--- config.mk ---
export PLATFORM = sky130hd
export DESIGN_NAME = sram_access_ctrl_flat
export DESIGN_NICKNAME = d
export VERILOG_FILES = /design/src/rtl/sram_access_ctrl_if.sv /design/src/rtl/sram_access_ctrl.sv /design/src/flat_wrapper.sv
export SDC_FILE = /design/constraint.sdc
export NUM_CORES = 1
export LEC_CHECK = 0
export BUFFER_PORTS_ARGS = -buffer_cell sky130_fd_sc_hd__buf_2
export CAP_MARGIN = 20
export CORE_ASPECT_RATIO = 1.5
export CORE_MARGIN = 3
export CORE_UTILIZATION = 52
export DETAILED_ROUTE_END_ITERATION = 8
export PLACE_DENSITY = 0.8
export SKIP_LAST_GASP = 1
export SYNTH_ARGS = -nofsm -noshare
export SYNTH_HDL_FRONTEND = slang
export SYNTH_SLANG_ARGS = --single-unit
--- constraint.sdc ---
create_clock -name clk -period 2.35 [get_ports clk]
set_input_delay 0.47 -clock clk [delete_from_list [all_inputs] [get_ports clk]]
set_output_delay 0.47 -clock clk [all_outputs]
set_load 0.01 [all_outputs]
--- src/rtl/sram_access_ctrl_if.sv ---
// Bundle between the MEM stage, the SRAM sequencer and the 16-bit board SRAM pins.
// The slave modport is the sequencer; the master modport is its environment.
interface sram_access_ctrl_if #(
  parameter int ADDR_WIDTH = 18
);
  localparam int LEN_REGISTER = 32;

  logic                    mem_read_in;
  logic                    mem_write_in;
  logic [LEN_REGISTER-1:0] address_in;
  logic [LEN_REGISTER-1:0] data_in;
  logic [LEN_REGISTER-1:0] data_out;
  logic                    ready;
  logic [ADDR_WIDTH-1:0]   sram_addr;
  logic [15:0]             sram_wdata;
  logic [15:0]             sram_rdata;
  logic                    sram_dq_oe;
  logic                    sram_we_n;

  modport master (
    output mem_read_in, mem_write_in, address_in, data_in, sram_rdata,
    input  data_out, ready, sram_addr, sram_wdata, sram_dq_oe, sram_we_n
  );

  modport slave (
    input  mem_read_in, mem_write_in, address_in, data_in, sram_rdata,
    output data_out, ready, sram_addr, sram_wdata, sram_dq_oe, sram_we_n
  );
endinterface

--- src/rtl/sram_access_ctrl.sv ---
// Splits each 32-bit MEM-stage load/store into two half-word SRAM accesses (low half first),
// holding the pipeline with ready low until the access completes.
module sram_access_ctrl #(
  parameter int ADDR_WIDTH    = 18,
  parameter int ACCESS_CYCLES = 2
) (
  input logic              clk,
  input logic              rst,
  sram_access_ctrl_if.slave bus
);

  localparam logic [3:0] LAST = 4'(ACCESS_CYCLES - 1);

  typedef enum logic [1:0] {IDLE, LOW, HIGH, DONE} state_t;

  state_t                state;
  logic [3:0]            count;
  logic                  is_write;
  logic [ADDR_WIDTH-2:0] word_addr;
  logic [31:0]           data_q;
  logic [31:0]           read_buf;
  logic [31:0]           data_out_q;
  logic [ADDR_WIDTH-1:0] sram_addr_q;
  logic [15:0]           sram_wdata_q;
  logic                  sram_dq_oe_q;
  logic                  sram_we_n_q;
  logic                  unused_addr_bits;

  assign unused_addr_bits = ^{bus.address_in[31:ADDR_WIDTH+1], bus.address_in[1:0]};

  assign bus.ready      = (state == IDLE) ? ~(bus.mem_read_in | bus.mem_write_in) : (state == DONE);
  assign bus.data_out   = data_out_q;
  assign bus.sram_addr  = sram_addr_q;
  assign bus.sram_wdata = sram_wdata_q;
  assign bus.sram_dq_oe = sram_dq_oe_q;
  assign bus.sram_we_n  = sram_we_n_q;

  // Pin outputs are set on the edge that enters each phase, so they are stable for the whole phase.
  always_ff @(posedge clk or negedge rst) begin
    if (!rst) begin
      state        <= IDLE;
      count        <= 4'd0;
      is_write     <= 1'b0;
      word_addr    <= '0;
      data_q       <= 32'd0;
      read_buf     <= 32'd0;
      data_out_q   <= 32'd0;
      sram_addr_q  <= '0;
      sram_wdata_q <= 16'd0;
      sram_dq_oe_q <= 1'b0;
      sram_we_n_q  <= 1'b1;
    end else begin
      case (state)
        IDLE: begin
          if (bus.mem_read_in || bus.mem_write_in) begin
            is_write    <= bus.mem_write_in;
            word_addr   <= bus.address_in[ADDR_WIDTH:2];
            data_q      <= bus.data_in;
            count       <= 4'd0;
            sram_addr_q <= {bus.address_in[ADDR_WIDTH:2], 1'b0};
            if (bus.mem_write_in) begin
              sram_wdata_q <= bus.data_in[15:0];
              sram_dq_oe_q <= 1'b1;
              sram_we_n_q  <= 1'b0;
            end
            state <= LOW;
          end
        end
        LOW: begin
          if (count == LAST) begin
            count       <= 4'd0;
            sram_addr_q <= {word_addr, 1'b1};
            if (is_write) begin
              sram_wdata_q <= data_q[31:16];
            end else begin
              read_buf[15:0] <= bus.sram_rdata;
            end
            state <= HIGH;
          end else begin
            count <= count + 4'd1;
          end
        end
        HIGH: begin
          if (count == LAST) begin
            count        <= 4'd0;
            sram_wdata_q <= 16'd0;
            sram_dq_oe_q <= 1'b0;
            sram_we_n_q  <= 1'b1;
            // Loads publish the whole word at once; stores leave data_out untouched.
            if (!is_write) begin
              read_buf[31:16] <= bus.sram_rdata;
              data_out_q      <= {bus.sram_rdata, read_buf[15:0]};
            end
            state <= DONE;
          end else begin
            count <= count + 4'd1;
          end
        end
        DONE: begin
          count <= 4'd0;
          state <= IDLE;
        end
        default: begin
          state <= IDLE;
        end
      endcase
    end
  end

endmodule

--- src/flat_wrapper.sv ---
// flat-port wrapper written by rule: the top's interface ports become plain ports
module sram_access_ctrl_flat 
#(
  parameter int ADDR_WIDTH    = 18,
  parameter int ACCESS_CYCLES = 2
)
  (clk, rst, bus_mem_read_in, bus_mem_write_in, bus_address_in, bus_data_in, bus_sram_rdata, bus_data_out, bus_ready, bus_sram_addr, bus_sram_wdata, bus_sram_dq_oe, bus_sram_we_n);
  sram_access_ctrl_if #(.ADDR_WIDTH(ADDR_WIDTH)) bus_i ();
  input logic clk;
  input logic rst;
  input wire logic [$bits(bus_i.mem_read_in)-1:0] bus_mem_read_in;
  input wire logic [$bits(bus_i.mem_write_in)-1:0] bus_mem_write_in;
  input wire logic [$bits(bus_i.address_in)-1:0] bus_address_in;
  input wire logic [$bits(bus_i.data_in)-1:0] bus_data_in;
  input wire logic [$bits(bus_i.sram_rdata)-1:0] bus_sram_rdata;
  output wire logic [$bits(bus_i.data_out)-1:0] bus_data_out;
  output wire logic [$bits(bus_i.ready)-1:0] bus_ready;
  output wire logic [$bits(bus_i.sram_addr)-1:0] bus_sram_addr;
  output wire logic [$bits(bus_i.sram_wdata)-1:0] bus_sram_wdata;
  output wire logic [$bits(bus_i.sram_dq_oe)-1:0] bus_sram_dq_oe;
  output wire logic [$bits(bus_i.sram_we_n)-1:0] bus_sram_we_n;
  assign bus_i.mem_read_in = bus_mem_read_in;
  assign bus_i.mem_write_in = bus_mem_write_in;
  assign bus_i.address_in = bus_address_in;
  assign bus_i.data_in = bus_data_in;
  assign bus_i.sram_rdata = bus_sram_rdata;
  assign bus_data_out = bus_i.data_out;
  assign bus_ready = bus_i.ready;
  assign bus_sram_addr = bus_i.sram_addr;
  assign bus_sram_wdata = bus_i.sram_wdata;
  assign bus_sram_dq_oe = bus_i.sram_dq_oe;
  assign bus_sram_we_n = bus_i.sram_we_n;
  sram_access_ctrl #(.ADDR_WIDTH(ADDR_WIDTH), .ACCESS_CYCLES(ACCESS_CYCLES)) u_core (.clk(clk), .rst(rst), .bus(bus_i));
endmodule
==> impl_metrics.yaml, run 1 <==
timing:
  slew_headroom_pct: 60.2
  fin_crit_sh_pct: 94.9
  max_slew.worst_pin.slew_ns: 0.595
  timing_max_transition_violations_final: 0
  setup_viol: 0
  timing.fmax_mhz: 448
  finalHoldViolCount: 0
  min_period_ns: 2.23
  skew_ns: 0.00741
  worst_slack_ns: 0.120
synthesis:
  ys_ff_latch: 124
  synth_seq_area_share_pct: 58.4
  ys_async_sr_fraction_pct: 100
  synth_ff_type: "dfrtp_1"
  synth_area_um2: 5310
  synth-edff-count: 0
  synthCells: 369
  synth_fp_nets: 461
  avgSynthCellArea_um2: 14.4
  yosysUniqueCellTypes: 35
  ys_warn_count: 0
place:
  numPortBuffers: 137
  place_hpwl_um: 7420
  pre_cts_ws_ns: 0.211
  globalplace.congestion: 0.751
worst_setup_path:
  crit_path_end_kind: "primary output"
  reg2reg_slack_ns: 0.26
  critPathArrivalTime_ns: 1.76
  cp_num_cells: 5
  critPathCapture: "bus_ready"
  crit_fanout: 16
  path_buf_inv: 2
  worstSetupPathType: "flop to primary output"
  cp-start-kind: "flop"
  required_ns: 1.88
  r2r-start: "u_core.state[0]"
  cp_slowest_stage_delay_ns: 0.40
  timing.critical_path.from: "u_core.state[0]"
  crit_path_top_delay_cell: "dfrtp_1"
  rr_worst_depth: 6
  path_cells: "inv_1 > ha_4 > o21ai_4 > o21a_1 > buf_2"
  worst_r2r_endpoint: "u_core.bus.sram_wdata[0]"
  cp_top_family: "compound AO/OA/AOI/OAI gates"
route:
  wirelength_um: 10700
  wl_per_cell_um: 16.5
  routed_via_density: 5.33
  drtIter0Drc: 159
  drc: 0
  vias: 3451
  drtAntennaViolNets: 0
  firstDrtPassIters: 4
global_routing:
  first_global_vias: 3525
  met3_usage_pct: 5.37
  antenna_found_initial: 0
  grt_max_degree: 56
  grt-busiest-layer: "met2"
  grt_overflow_total: 0
  grt_pass1_wl_um: 17200
  grt.total_usage_pct: 19.8
  met2_usage_pct: 33.6
  grtUsageMet1_pct: 23.8
cells_and_area:
  post-route-util_pct: 69.2
  seqCellArea_um2: 3100
  drive_gt1_share_pct: 59.6
  fillers: 701
  nets: 611
  num_antenna_cells: 0
  multi_input_area_um2: 2040
  syn2layout_area_growth_pct: 27.6
clocking:
  cts_made_buffers: 17
  clockBufferDepth: 2
  cts_tree: "yes"
  clkLatencyLatePin_ns: 0.41
  cts.sinks: 124
  cts-root-buf: "clkbuf_16"
  cts.reportedPaths.clkPinSlew_ns: 0.06
  h-tree-depth: 4
floorplanning:
  core_area_um2: 9800
  die-width_um: 88.5
  die_h_um: 130
  design.die.area_um2: 11500
  io_pins: 153
  row_count: 44
  initial_core_util_pct: 54.2
pwr:
  powerDensity_nw_per_um2: 1560
  power_frac_seq_pct: 35.5
  internal_power_w: 0.00711
  p_total_w: 0.0106
  leakage_nw: 3.23
  p_clk_share_pct: 24.2
  p_comb_share_pct: 40.2
  power.switching_w: 0.00344
  swShare_pct: 32.6
  ir_drop_mv: 0.835
run_status:
  status: "completed"
run:
  drv_cap: 0
hold_path:
  hold_path.class: "input port to async pin"
## worst min-delay path by stage
stage / startpoint / endpoint / slack (ns) / cells after the start
global route: rst / u_core.word_addr[2] / 0.1 / 1
floorplan: rst / u_core.bus.data_out[0] / 0.17 / 0
finish: rst / u_core.word_addr[7] / 0.07 / 1
global placement: u_core.read_buf[14] / u_core.bus.data_out[14] / 0.48 / 1
detailed placement: u_core.word_addr[5] / u_core.word_addr[5] / 0.49 / 1
CTS: rst / u_core.word_addr[2] / 0.08 / 1
## Yosys cell counts (3+ instances only)
cell type | number | area (um^2)
nand3_1 | 11 | 55.1
dfrtp_1 | 123 | 3080
ha_1 | 8 | 100
inv_1 | 20 | 75.1
o21ai_0 | 13 | 65.1
clkbuf_1 | 12 | 45.0
mux2_2 | 126 | 1420
clkbuf_8 | 3 | 41.3
mux2i_1 | 8 | 80.1
a21oi_1 | 3 | 15.0
a22oi_1 | 7 | 52.6
nand2_1 | 6 | 22.5
## metrics by stage
stage / hold slack [ns] / cell area [um^2] / std cells / TNS (ns)
after floorplan: 0.174 / 5310 / 369 / 0
after global routing: 0.0992 / 6780 / 647 / -0.00100
after global placement: 0.479 / 6170 / 615 / 0
after detailed placement: 0.488 / 6170 / 615 / 0
final: 0.0691 / 6780 / 647 / 0
after CTS: 0.0770 / 6770 / 647 / 0
## flip-flops by register name, summed over array words and instances (netlist names)
name / flops
u_core.bus.data_out: 32
u_core.bus.sram_addr: 18
u_core.bus.sram_dq_oe: 1
u_core.bus.sram_wdata: 16
u_core.bus.sram_we_n: 1
u_core.count: 4
u_core.data_q: 16
u_core.is_write: 1
u_core.read_buf: 16
u_core.state: 2
u_core.word_addr: 17
## cells by family after synthesis
kind of cell	after synthesis	share of synthesized area (%)
mux	134	28.2
buf+inv	39	3.60
flops	124	58.4
fa+ha+maj	8	1.88
simple gates	30	3.25
compound gates	34	4.62
## power groups by stage
stage / sequential, W / combinational [W] / clock, W
after global routing: 0.00388 / 0.00463 / 0.00272
after global placement: 0.00370 / 0.00412 / 0
after detailed placement: 0.00377 / 0.00429 / 0
after floorplan: 0.00397 / 0.00272 / 0
final: 0.00375 / 0.00425 / 0.00256
after CTS: 0.00376 / 0.00431 / 0.00261
## metal layers
layer / wire, um / vias to the layer above
met5: 0 / -
met3: 410 / 19
met1: 4120 / 1734
li1: - / 1613
met2: 5940 / 85
met4: 198 / 0
## layout by cell type, fill, tap and decap left out, types with 2 or more instances in the layout
cell / count
a211oi_4: 2
a21oi_1: 3
a22o_1: 2
a22oi_1: 7
and2_1: 2
buf_12: 3
buf_2: 136
buf_4: 10
bufinv_16: 2
clkbuf_16: 17
clkbuf_8: 2
clkinv_2: 3
clkinv_4: 3
clkinvlp_4: 3
dfrtp_1: 123
ha_1: 7
inv_1: 20
inv_6: 2
mux2_2: 126
mux2i_1: 8
nand2_1: 6
nand3_1: 11
nor2b_1: 2
o21ai_0: 13
o41ai_1: 2
## layout make-up
cell class                 instances  area share, %
clock buffer                      19           6.68
clock inverter                    13           2.09
inverter                          21           1.16
multi-input combinational        206           30.1
sequential                       124           45.8
tap                              115           2.12
timing repair buffer             149           12.0
## timing repair
action                     in CTS  in global routing
setup buffers                   0                  0
hold endpoints to repair        0                  0
hold buffers                    0                  0
setup endpoints to repair       1                  1
gates resized for setup         1                  1
Note: power is estimated with default switching activity, not from simulation.
==> inputs of run 2 (changes only) <==
- CORE_UTILIZATION: 52 -> 47
- PLACE_DENSITY: 0.8 -> 0.73
==> impl_metrics.yaml, run 2 (synthesis results as in run 1) <==
run_status:
  status: "completed"
timing:
  timing.fmax_mhz: 462
  setup_viol: 0
  timing_max_transition_violations_final: 0
  skew_ns: 0.00992
  slew_headroom_pct: 57.8
  finalHoldViolCount: 0
  fin_crit_sh_pct: 92.1
  max_slew.worst_pin.slew_ns: 0.634
  min_period_ns: 2.17
  fin_tns_setup_ns: 0
  grt_setup_unrepaired: "false"
worst_setup_path:
  required_ns: 1.88
  critPathArrivalTime_ns: 1.70
  worstSetupPathType: "flop to primary output"
  crit_fanout: 5
  crit_path_end_kind: "primary output"
  cp-start-kind: "flop"
cells_and_area:
  post-route-util_pct: 62.7
  nets: 612
  syn2layout_area_growth_pct: 27.8
  final_cells: 677
  final_common_cell: "buf_2"
  final_area_um2: 6790
  largest_reg_flops: 32
  final_cell_mix: "buf_2, mux2_2, dfrtp_1"
  drive_gt1_share_pct: 58.7
  num_antenna_cells: 0
clocking:
  cts_tree: "yes"
  ctsResizeCount: 0
  cts.reportedPaths.clkPinSlew_ns: 0.05
  h-tree-depth: 4
  clkLatencyLatePin_ns: 0.40
  holdBufCountCts: 1
  cts_made_buffers: 17
  clockBufferDepth: 2
  cts.sinks: 124
  cts-root-buf: "clkbuf_16"
  cts_setup_buffers: 0
global_routing:
  grt_max_degree: 74
  grt.total_usage_pct: 17.9
  grt_pass1_wl_um: 17800
  grt_overflow_total: 0
  antenna_found_initial: 0
  first_global_vias: 3798
floorplanning:
  core_area_um2: 10800
  row_count: 46
  io_pins: 153
  design.die.area_um2: 12600
  initial_core_util_pct: 49.1
  die-width_um: 92.8
  die_h_um: 136
place:
  globalplace.congestion: 0.773
  place_hpwl_um: 7630
  place_area_um2: 6210
  numPortBuffers: 137
  placed_cells: 644
route:
  routed_via_density: 5.04
  drtAntennaViolNets: 0
  wirelength_um: 10600
  drc: 0
  vias: 3415
  firstDrtPassIters: 4
  wl_per_cell_um: 15.7
  drtIter0Drc: 110
run:
  drv_cap: 0
hold_path:
  hold_path.class: "input port to flop"
pwr:
  leakage_nw: 3.22
  powerDensity_nw_per_um2: 1540
  ir_drop_mv: 0.780
-- run 2: layer usage --
metal | wire [um] | GRT usage [%]
met5 | 0 | 0
met4 | 194 | 6.03
met3 | 487 | 4.98
met2 | 5930 | 32.9
met1 | 4030 | 19.5
-- run 2: final cells by class --
cell class | count | area, um^2
clock buffers | 21 | 450
clock inverters | 11 | 120
inverters | 21 | 78.8
multi-input cells | 206 | 2030
flip-flops and latches | 124 | 3100
fillers | 889 | 4030
repair buffers | 150 | 826
well taps | 144 | 180
-- run 2: worst paths after layout --
path	end	from	cells past startpoint	slack, ns
worst max-delay path	bus_ready	u_core.state[1]	6	0.18
worst min-delay path	u_core.data_q[17]	bus_data_in[17]	2	0.30
worst max register to register	u_core.bus.sram_wdata[0]	u_core.state[0]	6	0.23
worst min register to register	u_core.bus.data_out[14]	u_core.read_buf[14]	1	0.50
max in group asynchronous	u_core.bus.data_out[9]	rst	3	1.15
min in group asynchronous	u_core.data_q[19]	rst	2	0.40
-- run 2: report_power, final --
group | internal (W) | switching (W) | leakage [nW] | total, W
combinational | 0.00227 | 0.00197 | 1.48 | 0.00423
clock | 0.00158 | 0.000891 | 0.273 | 0.00247
sequential | 0.00323 | 0.000519 | 1.47 | 0.00375
-- run 2: per-stage QoR --
stage	power, W	worst slack, ns	hold WS [ns]
CTS	0.0106	0.151	0.286
global route	0.0112	0.0686	0.290
global placement	0.00785	0.292	0.268
finish	0.0105	0.185	0.302
detailed placement	0.00809	0.206	0.268
floorplan	0.00669	0.259	0.174
-- run 2: worst max-delay path, cell delays in order, from the launching register on --
cell and delay [ns]:
dfrtp_1 0.39, inv_1 0.14, ha_1 0.27, buf_4 0.18, o21ai_4 0.07, o21a_1 0.10, buf_2 0.14
